<file path="src/rtl/sinfonia_pkg.sv">
// Shared definitions for the sinfonia memory-game core: FSM state codes and
// default parameter values.
package sinfonia_pkg;

  localparam int N_BOTOES_DEF = 7;
  localparam int PROF_MEM_DEF = 16;
  localparam int W_PONTOS_DEF = 8;
  localparam int W_ERROS_DEF  = 4;
  localparam int T_NOTA_DEF   = 500;
  localparam int T_JOGADA_DEF = 5000;

  // The numeric code of each state is also what db_estado shows.
  typedef enum logic [3:0] {
    INICIAL    = 4'd0,
    PREPARA    = 4'd1,
    TOCA       = 4'd2,
    PAUSA      = 4'd3,
    ESPERA     = 4'd4,
    REGISTRA   = 4'd5,
    COMPARA    = 4'd6,
    PROXIMA    = 4'd7,
    FIM_ACERTO = 4'd8,
    FIM_ERRO   = 4'd9
  } estado_t;

endpackage

</file>
<file path="src/rtl/sinfonia_temporizador.sv">
// Down-counting timer: zera loads T-1, enable counts down, fim marks the
// T-th enabled cycle after a load.
module sinfonia_temporizador #(
  parameter int T = 500,
  localparam int W = (T > 1) ? $clog2(T) : 1
) (
  input  logic clock,
  input  logic reset,
  input  logic zera,
  input  logic enable,
  output logic fim
);

  logic [W-1:0] cnt;

  // Load on zera, otherwise count down and stop at terminal count.
  always_ff @(posedge clock or negedge reset) begin
    if (!reset) begin
      cnt <= '0;
    end else if (zera) begin
      cnt <= W'(T - 1);
    end else if (enable && (cnt != '0)) begin
      cnt <= cnt - 1'b1;
    end
  end

  assign fim = enable && (cnt == '0);

endmodule

</file>
<file path="src/rtl/sinfonia_nucleo_param.sv">
// Memory-game core: plays a growing note sequence, then checks the player's
// button presses note by note, with an optional training mode that replays
// a failed round instead of ending the game.
//
//  state      | meaning
//  INICIAL    | idle after reset, waiting for a jogar edge
//  PREPARA    | game start, note counter cleared
//  TOCA       | playing note[nota] for T_NOTA cycles
//  PAUSA      | silence for T_NOTA cycles between notes
//  ESPERA     | waiting for a button press, T_JOGADA timeout
//  REGISTRA   | press (or timeout) captured
//  COMPARA    | jogada vs expected note
//  PROXIMA    | round complete, advance or finish
//  FIM_ACERTO | game won
//  FIM_ERRO   | game lost
module sinfonia_nucleo_param
  import sinfonia_pkg::*;
#(
  parameter int N_BOTOES = N_BOTOES_DEF,
  parameter int PROF_MEM = PROF_MEM_DEF,
  parameter int W_PONTOS = W_PONTOS_DEF,
  parameter int W_ERROS  = W_ERROS_DEF,
  parameter int T_NOTA   = T_NOTA_DEF,
  parameter int T_JOGADA = T_JOGADA_DEF,
  localparam int AW = (PROF_MEM > 1) ? $clog2(PROF_MEM) : 1
) (
  input  logic                clock,
  input  logic                reset,
  input  logic                jogar,
  input  logic                treinamento,
  input  logic [N_BOTOES-1:0] botoes,
  input  logic [AW-1:0]       limite,
  output logic [AW-1:0]       mem_endereco,
  input  logic [N_BOTOES-1:0] mem_dado,
  output logic [N_BOTOES-1:0] nota_out,
  output logic [W_PONTOS-1:0] pontos,
  output logic [W_ERROS-1:0]  erros,
  output logic                acertou,
  output logic                errou,
  output logic                pronto,
  output logic [3:0]          db_estado
);

  estado_t               estado, estado_prox;
  logic                  jogar_ant, botao_ant;
  logic                  jogar_sobe, botao_or, botao_sobe;
  logic                  treino, expirou, acerto;
  logic [AW-1:0]         lim_reg, rodada, nota;
  logic [N_BOTOES-1:0]   jogada;
  logic                  zera_nota, en_nota, fim_nota;
  logic                  zera_jogada, en_jogada, fim_jogada;

  assign jogar_sobe = jogar & ~jogar_ant;
  assign botao_or   = |botoes;
  assign botao_sobe = botao_or & ~botao_ant;
  // A timeout never counts as correct, even if the memory holds zero.
  assign acerto     = !expirou && (jogada == mem_dado);

  // Timers restart whenever their state is (re)entered.
  assign en_nota     = (estado == TOCA) || (estado == PAUSA);
  assign zera_nota   = (estado_prox != estado) &&
                       ((estado_prox == TOCA) || (estado_prox == PAUSA));
  assign en_jogada   = (estado == ESPERA);
  assign zera_jogada = (estado_prox == ESPERA) && (estado != ESPERA);

  sinfonia_temporizador #(.T(T_NOTA)) u_tmr_nota (
    .clock  (clock),
    .reset  (reset),
    .zera   (zera_nota),
    .enable (en_nota),
    .fim    (fim_nota)
  );

  sinfonia_temporizador #(.T(T_JOGADA)) u_tmr_jogada (
    .clock  (clock),
    .reset  (reset),
    .zera   (zera_jogada),
    .enable (en_jogada),
    .fim    (fim_jogada)
  );

  // Next-state decode.
  always_comb begin
    estado_prox = estado;
    case (estado)
      INICIAL, FIM_ACERTO, FIM_ERRO: if (jogar_sobe) estado_prox = PREPARA;
      PREPARA:  estado_prox = TOCA;
      TOCA:     if (fim_nota) estado_prox = PAUSA;
      PAUSA:    if (fim_nota) estado_prox = (nota == rodada) ? ESPERA : TOCA;
      ESPERA:   if (botao_sobe || fim_jogada) estado_prox = REGISTRA;
      REGISTRA: estado_prox = COMPARA;
      COMPARA: begin
        if (acerto)      estado_prox = (nota < rodada) ? ESPERA : PROXIMA;
        else if (treino) estado_prox = TOCA;
        else             estado_prox = FIM_ERRO;
      end
      PROXIMA:  estado_prox = (rodada == lim_reg) ? FIM_ACERTO : TOCA;
      default:  estado_prox = INICIAL;
    endcase
  end

  // State register and edge-detector history; jogar history resets high so
  // a level held through reset release is not taken as a start.
  always_ff @(posedge clock or negedge reset) begin
    if (!reset) begin
      estado    <= INICIAL;
      jogar_ant <= 1'b1;
      botao_ant <= 1'b0;
    end else begin
      estado    <= estado_prox;
      jogar_ant <= jogar;
      botao_ant <= botao_or;
    end
  end

  // Game datapath: counters, captured press, score and error tally.
  always_ff @(posedge clock or negedge reset) begin
    if (!reset) begin
      treino  <= 1'b0;
      expirou <= 1'b0;
      lim_reg <= '0;
      rodada  <= '0;
      nota    <= '0;
      jogada  <= '0;
      pontos  <= '0;
      erros   <= '0;
    end else begin
      case (estado)
        INICIAL, FIM_ACERTO, FIM_ERRO: begin
          if (jogar_sobe) begin
            treino  <= treinamento;
            lim_reg <= limite;
            rodada  <= '0;
            nota    <= '0;
            pontos  <= '0;
            erros   <= '0;
            expirou <= 1'b0;
          end
        end
        PREPARA: nota <= '0;
        PAUSA: begin
          if (fim_nota) nota <= (nota == rodada) ? '0 : nota + 1'b1;
        end
        ESPERA: begin
          if (botao_sobe) begin
            jogada  <= botoes;
            expirou <= 1'b0;
          end else if (fim_jogada) begin
            jogada  <= '0;
            expirou <= 1'b1;
          end
        end
        COMPARA: begin
          if (acerto) begin
            if (pontos != '1) pontos <= pontos + 1'b1;
            if (nota < rodada) nota <= nota + 1'b1;
          end else if (treino) begin
            if (erros != '1) erros <= erros + 1'b1;
            nota <= '0;
          end
        end
        PROXIMA: begin
          if (rodada != lim_reg) begin
            rodada <= rodada + 1'b1;
            nota   <= '0;
          end
        end
        default: ;
      endcase
    end
  end

  assign mem_endereco = nota;
  assign nota_out     = (estado == TOCA) ? mem_dado : '0;
  assign acertou      = (estado == FIM_ACERTO);
  assign errou        = (estado == FIM_ERRO);
  assign pronto       = (estado == FIM_ACERTO) || (estado == FIM_ERRO);
  assign db_estado    = estado;

endmodule

</file>
<file path="config.mk">
export PLATFORM = sky130hd
export DESIGN_NAME = sinfonia_nucleo_param
export DESIGN_NICKNAME = d
export VERILOG_FILES = /design/src/rtl/sinfonia_pkg.sv /design/src/rtl/sinfonia_temporizador.sv /design/src/rtl/sinfonia_nucleo_param.sv
export SDC_FILE = /design/constraint.sdc
export NUM_CORES = 1
export LEC_CHECK = 0
export ABC_CLOCK_PERIOD_IN_PS = 5000
export CORE_MARGIN = 3
export CORE_UTILIZATION = 50
export CTS_BUF_LIST = sky130_fd_sc_hd__clkbuf_4
export DETAILED_ROUTE_END_ITERATION = 6
export GPL_ROUTABILITY_DRIVEN = 0
export GPL_TIMING_DRIVEN = 0
export PLACE_DENSITY = 0.75
export SLEW_MARGIN = 20
export SYNTH_ARGS = -nofsm -noshare
export SYNTH_HDL_FRONTEND = slang
export SYNTH_SLANG_ARGS = --single-unit
export TNS_END_PERCENT = 100
</file>
<file path="constraint.sdc">
create_clock -name clock -period 5 [get_ports clock]
set_input_delay 1 -clock clock [delete_from_list [all_inputs] [get_ports clock]]
set_output_delay 1 -clock clock [all_outputs]
set_load 0.01 [all_outputs]
</file>
==> impl_metrics.tcl <==
set metrics [dict create \
    crit_fanout 10 \
    start_kind "flip-flop" \
    cts_tree "yes" \
    synth_cells 357 \
    internal-power_mw 0.931 \
    ctsResizeCount 0 \
    initial_core_util_pct 53.1 \
    use_met2_pct 33.0 \
    r2r_start "u_tmr_nota.cnt[0]" \
    cp_slowest_cell "clkdlybuf4s50_1" \
    outcome "completed" \
    postCtsHoldBufs 0 \
    synth_area_mm2 0.00349 \
    dr.first_iter.drc_count 189 \
    die_w_um 89.5 \
    tns_ps 0 \
    global_route.peak_usage_layer "met2" \
    cp.required_ps 4000 \
    cts_sinks 61 \
    layout-drive-gt1-share_pct 11.3 \
    reg_top3 "u_tmr_jogada.cnt (13), u_tmr_nota.cnt (9), pontos (8)" \
    yosysSeqAreaShare_pct 43.8 \
    clock_latency_ps 410 \
    fp-row-count 29 \
    clock_path_buffers 2 \
    seqCellArea_mm2 0.00153 \
    largest_register_ff_count 13 \
    htree_levels 3 \
    synth-seq-cells 61 \
    drc 0 \
    hold_path_class "in2async" \
    vias 2779 \
    gr-usage-met3_pct 6.91 \
    cts_root_buf "clkbuf_4" \
    syn_to_final_growth_pct 22.3 \
    post-cts-setup-buffer-count 0 \
    finalNetCount 454 \
    power_leakage_nw 1.80 \
    r2r-end "u_tmr_jogada.cnt[3]" \
    synth_edf_count 0 \
    slew_viol_final 0 \
    synth-main-ff-cell "dfrtp_1" \
    critPathArrivalTime_ps 2520 \
    drv_cap 0 \
    die_h_um 89.5 \
    cpPeakStageDelay_ps 540 \
    relSlewSlack_pct 39.2 \
    die_area_mm2 0.00801 \
    cp_cell_sequence "buf_2 -> or3b_4 -> nor2_1 -> and2_1 -> clkdlybuf4s50_1" \
    final_cell_mix "60 x dfrtp_1, 51 x nand2_1, 50 x clkdlybuf4s50_1, 33 x nor2_1, 27 x xor2_1" \
    cts.clk_slew.worst_paths_ps 100 \
    skew_ps 15.9 \
    setup_viol 0 \
    firstDrtPassIters 4 \
    p_per_area_mw_per_mm2 336 \
    fillers 561 \
    fmax_mhz 284 \
    multi_input_area_mm2 0.00185 \
    grt_pass1_wl_um 12800 \
    final_common_cell "dfrtp_1" \
    wl_per_cell_um 14.7 \
    grt_max_degree 38 \
    rrSetupSlack_ps 2640 \
    ys_warn_count 0 \
    grt-ovfl-total 0 \
    grt_use_met1_pct 28.3 \
    cp-end-kind "primary output" \
    period_needed_ps 3520 \
    coreArea_mm2 0.00657 \
    combinationalPowerShare_pct 32.9 \
    grt.total_usage_pct 21.0 \
    cp_top_family "simple AND/OR/NAND/NOR gates" \
    antenna_found_initial 0 \
    top_register "u_tmr_jogada.cnt" \
    cts_buffers 9 \
    routed_wl_um 7630 \
    io_pins 52 \
    p_clk_share_pct 23.5 \
    switching_share_pct 35.1 \
    rsz0062_at_grt "no" \
    syn_nets 391 \
    post-route-cell-area_mm2 0.00427 \
    grt_pass1_vias 2688 \
    synthArstFlopShare_pct 100 \
    p_seq_share_pct 43.6 \
    syn_area_per_cell_um2 9.77 \
    fin_crit_sh_pct 70.5 \
    critPathKind "reg2out" \
    timing.critical_path.buf_inv 2 \
    ant_nets 0 \
    post_dp_cell_area_mm2 0.00413 \
    finish.utilization_pct 65.0 \
    hpwl_um 5800 \
    ir_drop_v 0.000218 \
    routed_via_density 5.36 \
    worstMarginPinSlew_ps 905 \
    ff2ff_path_depth 10 \
    finalHoldViolations 0 \
    p_sw_mw 0.503 \
    synth_cell_types 68 \
    antenna_cells_inserted 0 \
    io_buffers 51 \
]
synth_stat cells, drive strengths merged, types with 2 or more instances:
cell type | count | area, um2
o221ai | 2 | 17.5
nor4 | 8 | 92.6
o21bai | 3 | 33.8
nand2b | 3 | 18.8
o31ai | 2 | 15.0
nand2 | 53 | 204
or4 | 4 | 33.8
buf | 6 | 36.3
inv | 15 | 56.3
nor3 | 7 | 40.0
o211ai | 3 | 22.5
xnor2 | 12 | 105
dfrtp | 60 | 1500
xor2 | 27 | 236
or3 | 6 | 43.8
nand3b | 2 | 15.0
nor2b | 3 | 18.8
o21a | 2 | 15.0
ha | 12 | 150
and3 | 4 | 30.0
nand3 | 13 | 70.1
a311oi | 2 | 23.8
and2 | 11 | 68.8
nand4 | 2 | 12.5
nor4b | 2 | 32.5
a22o | 8 | 70.1
a21o | 4 | 30.0
clkbuf | 4 | 15.0
nor2 | 33 | 124
a21oi | 7 | 35.0
or3b | 2 | 20.0
a31oi | 3 | 18.8
o21ai | 12 | 67.6
per-stage QoR:
stage	hold WS, ps	setup WS [ps]	std cells	total power [mW]
after detailed placement	494	1590	502	1.11
final	481	1480	518	1.43
after CTS	473	1460	518	1.45
after global routing	462	1340	518	1.54
after floorplan	465	2350	357	0.933
after global placement	484	946	501	1.09
cell type report:
cell class | count | area share (%)
Multi-Input combinational cell | 271 | 43.4
Sequential cell | 61 | 35.8
Timing Repair Buffer | 52 | 12.4
Clock inverter | 5 | 1.20
Tap cell | 93 | 2.73
Buffer | 10 | 1.20
Inverter | 15 | 1.32
Clock buffer | 11 | 1.94
routing by layer:
metal	up-vias	part of all wire (%)
met5	-	0
li1	1381	-
met4	0	0.92
met2	39	49
met3	6	3.8
met1	1353	46
worst register-to-register path, delay by kind of cell, from the launching register on:
kind	cells	cell delay [ps]
AO/OA/AOI/OAI	2	420
flip-flops	1	390
adder cells (fa/ha/maj)	1	160
AND/OR/NAND/NOR	4	710
buffers and inverters	3	540
cell families after synthesis:
family	Yosys count	synth area share [%]
adder cells (fa/ha/maj)	12	4.30
XOR/XNOR	39	9.79
flip-flops	61	43.8
multiplexers	2	0.610
AND/OR/NAND/NOR	159	25.5
AO/OA/AOI/OAI	59	12.9
buffers and inverters	25	3.08
worst max-delay path by stage:
| stage | from | to | slack (ps) | depth (start not counted) |
|---|---|---|---|---|
| after floorplan | mem_dado[4] | u_tmr_nota.cnt[3] | 2350 | 6 |
| after global placement | reset | pontos[7] | 950 | 1 |
| after detailed placement | mem_dado[4] | u_tmr_nota.cnt[3] | 1590 | 7 |
| after CTS | db_estado[2] | nota_out[1] | 1460 | 5 |
| after global routing | db_estado[2] | nota_out[6] | 1340 | 5 |
| final | db_estado[2] | nota_out[1] | 1480 | 5 |
power groups by stage:
stage / registers [mW] / clock network (mW) / logic [mW]
final: 0.626 / 0.337 / 0.471
after global routing: 0.638 / 0.372 / 0.527
after CTS: 0.624 / 0.349 / 0.475
after detailed placement: 0.635 / 0 / 0.472
after global placement: 0.631 / 0 / 0.460
after floorplan: 0.623 / 0 / 0.310
Note: power is estimated with default switching activity, not from simulation.
